## src/rtl/spi_pkg.sv

```systemverilog
// Shared types and helpers for the parametrised SPI master.
// Ports: none (package).
package spi_pkg;

  localparam int DEF_CLK_DIV = 25;

  typedef enum logic [2:0] {
    IDLE,
    SETUP,
    SHIFT,
    HOLD,
    DONE
  } spi_state_e;

  function automatic int cs_sel_w(input int num_cs);
    return (num_cs > 1) ? $clog2(num_cs) : 1;
  endfunction

endpackage

```

## src/rtl/spi_tick_gen.sv

```systemverilog
// Half-period tick generator for the SPI master.
// Ports: sys_clk, reset, load (reload), run (count enable), tick.
module spi_tick_gen #(
  parameter int CLK_DIV = 25
) (
  input  logic sys_clk,
  input  logic reset,
  input  logic load,
  input  logic run,
  output logic tick
);

  localparam int CW = $clog2(CLK_DIV);

  logic [CW-1:0] cnt_q;
  logic [CW-1:0] cnt_d;

  assign tick = run && (cnt_q == '0);

  always_comb begin
    cnt_d = cnt_q;
    if (load || tick) begin
      cnt_d = CW'(CLK_DIV - 1);
    end else if (run) begin
      cnt_d = cnt_q - 1'b1;
    end
  end

  always_ff @(posedge sys_clk or posedge reset) begin
    if (reset) begin
      cnt_q <= '0;
    end else begin
      cnt_q <= cnt_d;
    end
  end

endmodule

```

## src/rtl/spi_master_param.sv

```systemverilog
// Parametrised SPI master, all four modes, ready/valid command/response.
// Ports: sys_clk, reset, enable, cmd_*, tx_data, cpol, cpha, cs_sel,
//        rsp_valid, rx_data, busy, sclk, mosi, miso, cs_n.
module spi_master_param
  import spi_pkg::*;
#(
  parameter int DATA_W   = 16,
  parameter int CLK_DIV  = DEF_CLK_DIV,
  parameter int NUM_CS   = 1,
  parameter int CS_SETUP = 2,
  parameter int CS_HOLD  = 1,
  parameter int CS_SEL_W = cs_sel_w(NUM_CS)
) (
  input  logic                sys_clk,
  input  logic                reset,
  input  logic                enable,
  input  logic                cmd_valid,
  output logic                cmd_ready,
  input  logic [DATA_W-1:0]   tx_data,
  input  logic                cpol,
  input  logic                cpha,
  input  logic [CS_SEL_W-1:0] cs_sel,
  output logic                rsp_valid,
  output logic [DATA_W-1:0]   rx_data,
  output logic                busy,
  output logic                sclk,
  output logic                mosi,
  input  logic                miso,
  output logic [NUM_CS-1:0]   cs_n
);

  localparam int EDGES = 2 * DATA_W;
  localparam int M1 = (EDGES > CS_SETUP) ? EDGES : CS_SETUP;
  localparam int STEP_MAX = (M1 > CS_HOLD) ? M1 : CS_HOLD;
  localparam int STEP_W = $clog2(STEP_MAX + 1);

  spi_state_e state_q, state_d;
  logic [DATA_W-1:0] tx_q, tx_d;
  logic [DATA_W-1:0] rx_q, rx_d;
  logic [DATA_W-1:0] rx_data_q, rx_data_d;
  logic [STEP_W-1:0] step_q, step_d;
  logic [NUM_CS-1:0] cs_n_q, cs_n_d;
  logic cpha_q, cpha_d;
  logic sclk_q, sclk_d;
  logic mosi_q, mosi_d;
  logic busy_q, busy_d;
  logic rsp_q, rsp_d;
  logic rdy_q, rdy_d;
  logic accept, tick, leading, last_edge;

  spi_tick_gen #(
    .CLK_DIV(CLK_DIV)
  ) u_tick (
    .sys_clk(sys_clk),
    .reset  (reset),
    .load   (accept),
    .run    (state_q != IDLE),
    .tick   (tick)
  );

  // rdy_q is only ever set while IDLE
  assign accept = cmd_valid && rdy_q;
  assign leading = ~step_q[0];
  assign last_edge = (step_q == STEP_W'(EDGES - 1));

  always_comb begin
    state_d   = state_q;
    tx_d      = tx_q;
    rx_d      = rx_q;
    rx_data_d = rx_data_q;
    step_d    = step_q;
    cs_n_d    = cs_n_q;
    cpha_d    = cpha_q;
    sclk_d    = sclk_q;
    mosi_d    = mosi_q;
    rsp_d     = 1'b0;
    unique case (state_q)
      IDLE: begin
        sclk_d = cpol;
        if (accept) begin
          state_d = SETUP;
          tx_d    = tx_data;
          rx_d    = '0;
          step_d  = '0;
          cpha_d  = cpha;
          mosi_d  = cpha ? 1'b0 : tx_data[DATA_W-1];
          // out-of-range select leaves every line high
          for (int i = 0; i < NUM_CS; i++) begin
            cs_n_d[i] = (int'(cs_sel) != i);
          end
        end
      end
      SETUP: begin
        if (tick) begin
          if (step_q == STEP_W'(CS_SETUP - 1)) begin
            state_d = SHIFT;
            step_d  = '0;
          end else begin
            step_d = step_q + 1'b1;
          end
        end
      end
      SHIFT: begin
        if (tick) begin
          sclk_d = ~sclk_q;
          step_d = step_q + 1'b1;
          // sample on leading (cpha=0) or trailing (cpha=1)
          if (leading ^ cpha_q) begin
            rx_d = (rx_q << 1) | DATA_W'(miso);
          end else if (cpha_q) begin
            mosi_d = tx_q[DATA_W-1];
            tx_d   = tx_q << 1;
          end else if (!last_edge) begin
            tx_d   = tx_q << 1;
            mosi_d = tx_d[DATA_W-1];
          end
          if (last_edge) begin
            state_d = HOLD;
            step_d  = '0;
          end
        end
      end
      HOLD: begin
        if (tick) begin
          if (step_q == STEP_W'(CS_HOLD - 1)) begin
            state_d = DONE;
          end else begin
            step_d = step_q + 1'b1;
          end
        end
      end
      DONE: begin
        state_d   = IDLE;
        cs_n_d    = '1;
        mosi_d    = 1'b0;
        rx_data_d = rx_q;
        rsp_d     = 1'b1;
      end
      default: state_d = IDLE;
    endcase
    busy_d = (state_d != IDLE);
    // ready returns one cycle after the response pulse
    rdy_d = enable && (state_d == IDLE) && (state_q != DONE);
  end

  always_ff @(posedge sys_clk or posedge reset) begin
    if (reset) begin
      state_q   <= IDLE;
      tx_q      <= '0;
      rx_q      <= '0;
      rx_data_q <= '0;
      step_q    <= '0;
      cs_n_q    <= '1;
      cpha_q    <= 1'b0;
      sclk_q    <= 1'b0;
      mosi_q    <= 1'b0;
      busy_q    <= 1'b0;
      rsp_q     <= 1'b0;
      rdy_q     <= 1'b0;
    end else begin
      state_q   <= state_d;
      tx_q      <= tx_d;
      rx_q      <= rx_d;
      rx_data_q <= rx_data_d;
      step_q    <= step_d;
      cs_n_q    <= cs_n_d;
      cpha_q    <= cpha_d;
      sclk_q    <= sclk_d;
      mosi_q    <= mosi_d;
      busy_q    <= busy_d;
      rsp_q     <= rsp_d;
      rdy_q     <= rdy_d;
    end
  end

  assign cmd_ready = rdy_q;
  assign rsp_valid = rsp_q;
  assign rx_data   = rx_data_q;
  assign busy      = busy_q;
  assign sclk      = sclk_q;
  assign mosi      = mosi_q;
  assign cs_n      = cs_n_q;

endmodule

```

## config.mk

```make
export PLATFORM = sky130hd
export DESIGN_NAME = spi_master_param
export DESIGN_NICKNAME = d
export VERILOG_FILES = /design/src/rtl/spi_pkg.sv /design/src/rtl/spi_tick_gen.sv /design/src/rtl/spi_master_param.sv
export SDC_FILE = /design/constraint.sdc
export NUM_CORES = 1
export LEC_CHECK = 0
export ABC_AREA = 1
export CAP_MARGIN = 20
export CORE_MARGIN = 3
export CORE_UTILIZATION = 60
export CTS_CLUSTER_SIZE = 8
export DETAILED_ROUTE_END_ITERATION = 10
export DONT_BUFFER_PORTS = 1
export PLACE_DENSITY = 0.81
export SYNTH_ARGS = -nofsm -noshare
export SYNTH_HDL_FRONTEND = slang
export SYNTH_HIERARCHICAL = 1
export SYNTH_SLANG_ARGS = --single-unit
```

## constraint.sdc

```tcl
create_clock -name sys_clk -period 2.53 [get_ports sys_clk]
set_input_delay 0.759 -clock sys_clk [delete_from_list [all_inputs] [get_ports sys_clk]]
set_output_delay 0.759 -clock sys_clk [all_outputs]
set_load 0.05 [all_outputs]
```

==> flow_summary.toml, run 1 <==
[route]
num_vias = 2624
wire_per_inst_um = 13.6
drt_iter0_drc = 180
top_layer_used = "met4"
postRouteWirelength_um = 6650
met3_wirelength_um = 529
antenna_left = 0
drc = 0
routed_via_density = 5.38
drt-met1-wl_um = 3020
dr_wl_met2_um = 2890
dr.pass1.iters = 4

[logic_synthesis]
syn_inst = 407
synth-edff-count = 0
avgSynthCellArea_um2 = 8.05
synth-adder-area-share_pct = 1.53
syn-num-nets = 435
synth.area.top_cells = "dfrtp_1, nand2_1, nand3_1"
yosys.area_share.simple_pct = 29.2
synthArstFlopShare_pct = 100
synth_top_area_share_pct = 51.9
seq_area_frac_synth_pct = 52.7
ys.flop_type = "dfrtp_1"
synth_compound_area_share_pct = 8.93
synth_area_mm2 = 0.00328
ys_ff_latch = 69
synth_cell_type_count = 33
synth_mux_area_share_pct = 0.344
yosys_warnings = 6
synth_top_area_cell = "dfrtp_1"
synth_top_family_by_area = "simple AND/OR/NAND/NOR gates"
yosys.area_share.xor_xnor_pct = 0.267

[power]
total_power_mw = 2.04
irDropWorstVdd_v = 0.000423
p_leak_nw = 1.90
powerDensity_mw_per_mm2 = 571

[clocking]
cts_made_buffers = 9
cts.clk_slew.worst_paths_ps = 80
cts_root_buffer = "clkbuf_8"
cts_tree = "yes"
clockBufferDepth = 2
hold_buffers = 0
insertion_delay_ps = 340
htree_levels = 3
clkSinkCount = 69

[setup_path]
cp-start-kind = "register"
cp.arrival_ps = 2540
cp-end-kind = "register"
crit_fanout = 32
crit_required_ps = 2800
critPathKind = "reg -> reg"

[timing]
tightestPinTransition_ps = 514
fin_tns_setup_ps = 0
final_max_slew_viol_count = 0
setup_viol = 0
skew_ps = 8.83
period_needed_ps = 2280
rsz0062_at_grt = "no"
period_share_pct = 90.0
fmax_ghz = 0.439
hold_viol = 0
slew_headroom_pct = 65.7

[min_path]
hp-class = "in -> async"

[finish]
multi_input_area_mm2 = 0.00133
areaGrowthSynthToFinish_pct = 8.86
utilization_pct = 68.5
antenna_cells = 0
post_route_cells_drive_above_1_share_pct = 10.0
layout_common_cells = "nand2_1, dfrtp_1, nand3_1, inv_1, o21ai_0"
regArea_mm2 = 0.00173
layout.nets = 441
final_common_cell = "nand2_1"
nFillCells = 440

[floorplan]
start_util_pct = 63.0
die_h_um = 79.9
io-pin-count = 46
dieArea_mm2 = 0.00638
dieWidth_um = 79.9
core_mm2 = 0.00520
num_rows = 26

[grt]
grtUsageTotal_pct = 22.5
grt_pass1_vias = 2398
grt_max_degree = 33
grt_pass1_wl_um = 11000
antenna_found_initial = 0
overflow = 0

[flow_run]
max_cap_violations = 0

[outcome]
status = "finished, final reports clean"

[placement]
hpwlAfterDp_um = 4620
place_congestion = 0.931
io_buffers = 0
[through the flow]
step                      setup WS (ps)  instance area [um^2]  instances  hold WS [ps]
after detailed placement            277                  3360        472           460
after global placement              368                  3360        472           455
final                               253                  3570        488           195
after floorplan                     175                  3280        407           442
after CTS                           242                  3560        488           186
after global routing               22.1                  3570        488           206
[worst paths after layout]
path	from	to	slack (ps)	cells past startpoint
min in group sys_clk	tx_q[9]$_DFFE_PP0P_	tx_q[9]$_DFFE_PP0P_	470	2
max	state_q[0]$_DFF_PP0_	rx_q[5]$_DFFE_PP0P_	250	13
min reg2reg	tx_q[9]$_DFFE_PP0P_	tx_q[9]$_DFFE_PP0P_	470	2
max reg2reg	state_q[0]$_DFF_PP0_	rx_q[5]$_DFFE_PP0P_	250	13
max in group asynchronous	reset	tx_q[1]$_DFFE_PP0P_	1530	2
min	reset	u_tick/cnt_q[0]$_DFFE_PP0P_	190	1
[synth_stat cells, types with 2 or more instances]
| library cell | count |
|---|---|
| nand3_2 | 2 |
| nor2_4 | 2 |
| o21ai_1 | 14 |
| nor2_2 | 2 |
| dfrtp_1 | 68 |
| nand4_1 | 3 |
| inv_1 | 41 |
| or2_1 | 2 |
| nor2_1 | 23 |
| o21ai_0 | 30 |
| a22oi_1 | 2 |
| ha_1 | 4 |
| nand2_2 | 3 |
| buf_4 | 2 |
| nand3_1 | 44 |
| clkbuf_1 | 5 |
| buf_2 | 5 |
| nand3b_1 | 2 |
| inv_2 | 3 |
| a21oi_1 | 2 |
| nand2_1 | 136 |
[power breakdown]
group | total [mW] | internal, mW | switching, mW
combinational | 0.0380 | 0.00858 | 0.0294
sequential | 1.10 | 1.10 | 0
clock | 0.898 | 0.484 | 0.414
[registers in the layout (all words and copies together), names as in the netlist]
name,flops
step_q,6
tx_q,16
cmd_ready,1
cs_n,1
cpha_q,1
sclk,1
u_tick/cnt_q,5
rsp_valid,1
busy,1
rx_q,16
rx_data,16
mosi,1
state_q,3
[critical path: stages, from the launching register on]
cell,delay [ps]
dfrtp_1,490
nor2_1,110
nand2_1,190
nand2_1,110
inv_1,90
nand3_2,100
inv_1,140
inv_1,90
nand3_1,100
nand2_1,120
nor2_2,130
buf_4,300
nand3_1,110
o21ai_1,100
[what timing repair did]
item	in CTS	in global routing
gates resized for setup	0	2
endpoints found under the setup margin	0	1
setup buffers	0	0
[final cells by class]
| type | count | share of cell area, % |
|---|---|---|
| flip-flops and latches | 69 | 48.4 |
| multi-input cells | 281 | 37.2 |
| inverters | 44 | 4.63 |
| clock buffers | 11 | 3.96 |
| well taps | 70 | 2.46 |
| repair buffers | 8 | 1.68 |
| clock inverters | 5 | 1.65 |
[cells by family (layout without fill, tap and decap cells)]
family | Yosys count | in the layout
xor gates and xnor gates | 1 | 1
adders and majority gates | 4 | 4
DFF | 69 | 69
buffers and inverters | 57 | 68
AOI/OAI and AO/OA | 53 | 53
muxes | 1 | 1
and+or+nand+nor | 222 | 222
[per-layer routing]
metal / vias up / global-route usage, %
met3: 19 / 6.77
li1: 1306 / -
met2: 95 / 32.4
met4: 0 / 12.8
met1: 1204 / 30.1
met5: - / 0
No activity file was read; power rests on OpenSTA's default activity.
==> run 2, diff against run 1 <==
--- a/config.mk
+++ b/config.mk
@@ -8,11 +8,12 @@
 export ABC_AREA = 1
 export CAP_MARGIN = 20
 export CORE_MARGIN = 3
-export CORE_UTILIZATION = 60
+export CORE_UTILIZATION = 57
+export CTS_CLUSTER_DIAMETER = 60
 export CTS_CLUSTER_SIZE = 8
 export DETAILED_ROUTE_END_ITERATION = 10
 export DONT_BUFFER_PORTS = 1
-export PLACE_DENSITY = 0.81
+export PLACE_DENSITY = 0.8
 export SYNTH_ARGS = -nofsm -noshare
 export SYNTH_HDL_FRONTEND = slang
 export SYNTH_HIERARCHICAL = 1
==> constraint.sdc (replaced) <==
create_clock -name sys_clk -period 1.9 [get_ports sys_clk]
set_input_delay 0.57 -clock sys_clk [delete_from_list [all_inputs] [get_ports sys_clk]]
set_output_delay 0.57 -clock sys_clk [all_outputs]
set_load 0.05 [all_outputs]
==> run 2 against run 1 <==
  * Clock skew barely moved
  * Die area rose by 4.9%
  * Highest routed layer unchanged
  * Clock power rose by 15%
  * Setup slack got worse by 210 ps
  * Critical path type unchanged
  * Critical endpoint is now busy$_DFF_PP0_
  * Final cell count rose by 4.1%
  * Sequential share of layout area fell by 3.2 points
  * Sequential cell count did not move
  * Register-to-register slack got worse by 210 ps
  * Via count rose by 6.3%
==> flow_summary.toml, run 2 (synthesis results as in run 1) <==
[setup_path]
path_cells = "inv_1, ha_2, nand2_2, inv_2, nand3_4, inv_4, buf_6, nand4_1, o21bai_1, nand3_1, or2_1"
crit_buf_inv = 4
critPathTopFamily = "simple AND/OR/NAND/NOR gates"
timing.reg2reg.setup_slack_ps = 40
crit_fanout = 4
worstReg2RegStart = "u_tick/cnt_q[1]$_DFFE_PP0P_"
cp.arrival_ps = 2080
cp-start-kind = "register"
cp-end-kind = "register"
reg2reg_to = "busy$_DFF_PP0_"
cpPeakStageDelay_ps = 400
r2r_cells = 11
crit_cells = 11
crit_start = "u_tick/cnt_q[1]$_DFFE_PP0P_"
crit_slowest_cell = "dfrtp_1"
critPathKind = "reg -> reg"
endpoint = "busy$_DFF_PP0_"
crit_required_ps = 2130

[clocking]
clockBufferDepth = 2
cts_made_buffers = 9
hold_buffers = 0
cts.clk_slew.worst_paths_ps = 70
htree_levels = 3
clkSinkCount = 69
cts_root_buffer = "clkbuf_8"
insertion_delay_ps = 340
cts_tree = "yes"

[finish]
areaGrowthSynthToFinish_pct = 16.6
regArea_mm2 = 0.00173
post_route_cells_drive_above_1_share_pct = 17.8
nFillCells = 414
antenna_cells = 0
final_common_cell = "nand2_1"
layout.nets = 461
utilization_pct = 71.6
final_area_mm2 = 0.00382
multi_input_area_mm2 = 0.00141
layout_common_cells = "nand2_1, dfrtp_1, nand3_1, inv_1, o21ai_0"

[floorplan]
io-pin-count = 46
dieWidth_um = 81.8
num_rows = 26
die_h_um = 81.8
core_mm2 = 0.00534
dieArea_mm2 = 0.00669
start_util_pct = 61.4

[power]
total_power_mw = 2.55
p_leak_nw = 2.01
powerDensity_mw_per_mm2 = 667
irDropWorstVdd_v = 0.000448

[placement]
place_area_mm2 = 0.00346
place_congestion = 0.900
io_buffers = 0
hpwlAfterDp_um = 4760

[timing]
setup_viol = 0
slew_headroom_pct = 62.5
tightestPinTransition_ps = 561
skew_ps = 8.39
final_max_slew_viol_count = 0
period_needed_ps = 1860
fmax_ghz = 0.538
hold_viol = 0
period_share_pct = 97.8
rsz0062_at_grt = "yes"

[grt]
grt_pass1_vias = 2574
overflow = 0
antenna_found_initial = 0
grtUsageTotal_pct = 22.5
grt_pass1_wl_um = 11500
grt_max_degree = 33

[route]
drt_iter0_drc = 217
wire_per_inst_um = 14.3
postRouteWirelength_um = 7260
num_vias = 2788
routed_via_density = 5.49
dr.pass1.iters = 6
antenna_left = 0
drc = 0

[flow_run]
max_cap_violations = 0

[min_path]
hp-class = "in -> async"

[outcome]
status = "finished, final reports clean"
## run 2: changes by cell type in the layout (fill, tap and decap cells not counted), sizes merged
cell    change
nor2        +1
inv         -2
bufinv      -1
clkinv      +4
buf        +16
nand2       +2
## run 2: cell type report
class / count / area share, %
Inverter: 44 / 4.49
Sequential cell: 69 / 45.3
Timing Repair Buffer: 25 / 6.78
Tap cell: 70 / 2.29
Clock inverter: 6 / 1.05
Clock buffer: 10 / 3.34
Multi-Input combinational cell: 284 / 36.8
## run 2: metal layers
| metal | vias up | GRT usage (%) | share of wire, % | wire, um |
|---|---|---|---|---|
| li1 | 1351 | - | - | - |
| met1 | 1320 | 31.3 | 45 | 3280 |
| met2 | 101 | 33.6 | 46 | 3360 |
| met3 | 16 | 5.04 | 6.6 | 480 |
| met4 | 0 | 10.8 | 1.9 | 140 |
| met5 | - | 0 | 0 | 0 |
## run 2: report_power, final
part           total (mW)  internal, mW  switching [mW]  leakage, nW
sequential           1.47          1.47               0        0.841
clock                1.03         0.471           0.554       0.0860
combinational      0.0556        0.0157          0.0399         1.08
## run 2: worst min path at each step
stage / from / end / slack, ps
6_report: reset / u_tick/cnt_q[1]$_DFFE_PP0P_ / 20
5_1_grt: reset / u_tick/cnt_q[3]$_DFFE_PP0P_ / 30
4_1_cts: reset / u_tick/cnt_q[4]$_DFFE_PP0P_ / 7
3_5_place_dp: reset / u_tick/cnt_q[3]$_DFFE_PP0P_ / 380
3_3_place_gp: reset / u_tick/cnt_q[3]$_DFFE_PP0P_ / 370
2_1_floorplan: reset / u_tick/cnt_q[0]$_DFFE_PP0P_ / 350
## run 2: timing repair
| action | 4_1_cts | 5_1_grt |
|---|---|---|
| gates resized for setup | 0 | 21 |
| setup endpoints to repair | 0 | 40 |
| setup buffers | 0 | 9 |
| hold endpoints to repair | 0 | 0 |
## run 2: metrics by stage
stage | setup TNS (ps) | setup slack (ps) | cells | hold WS, ps
after floorplan | 0 | 14.1 | 407 | 349
after global placement | 0 | 95.4 | 479 | 372
after detailed placement | 0 | 17.7 | 479 | 378
after CTS | 0 | 3.52 | 495 | 7.13
after global routing | -1380 | -164 | 508 | 25.0
final | 0 | 40.9 | 508 | 24.1
==> run 3, diff against run 2 <==
--- a/config.mk
+++ b/config.mk
@@ -6,7 +6,7 @@
 export NUM_CORES = 1
 export LEC_CHECK = 0
 export ABC_AREA = 1
-export CAP_MARGIN = 20
+export CAP_MARGIN = 30
 export CORE_MARGIN = 3
 export CORE_UTILIZATION = 57
 export CTS_CLUSTER_DIAMETER = 60
==> results of run 3 <==
Same layout as run 2: the final DEF is identical, and so are final timing and power.
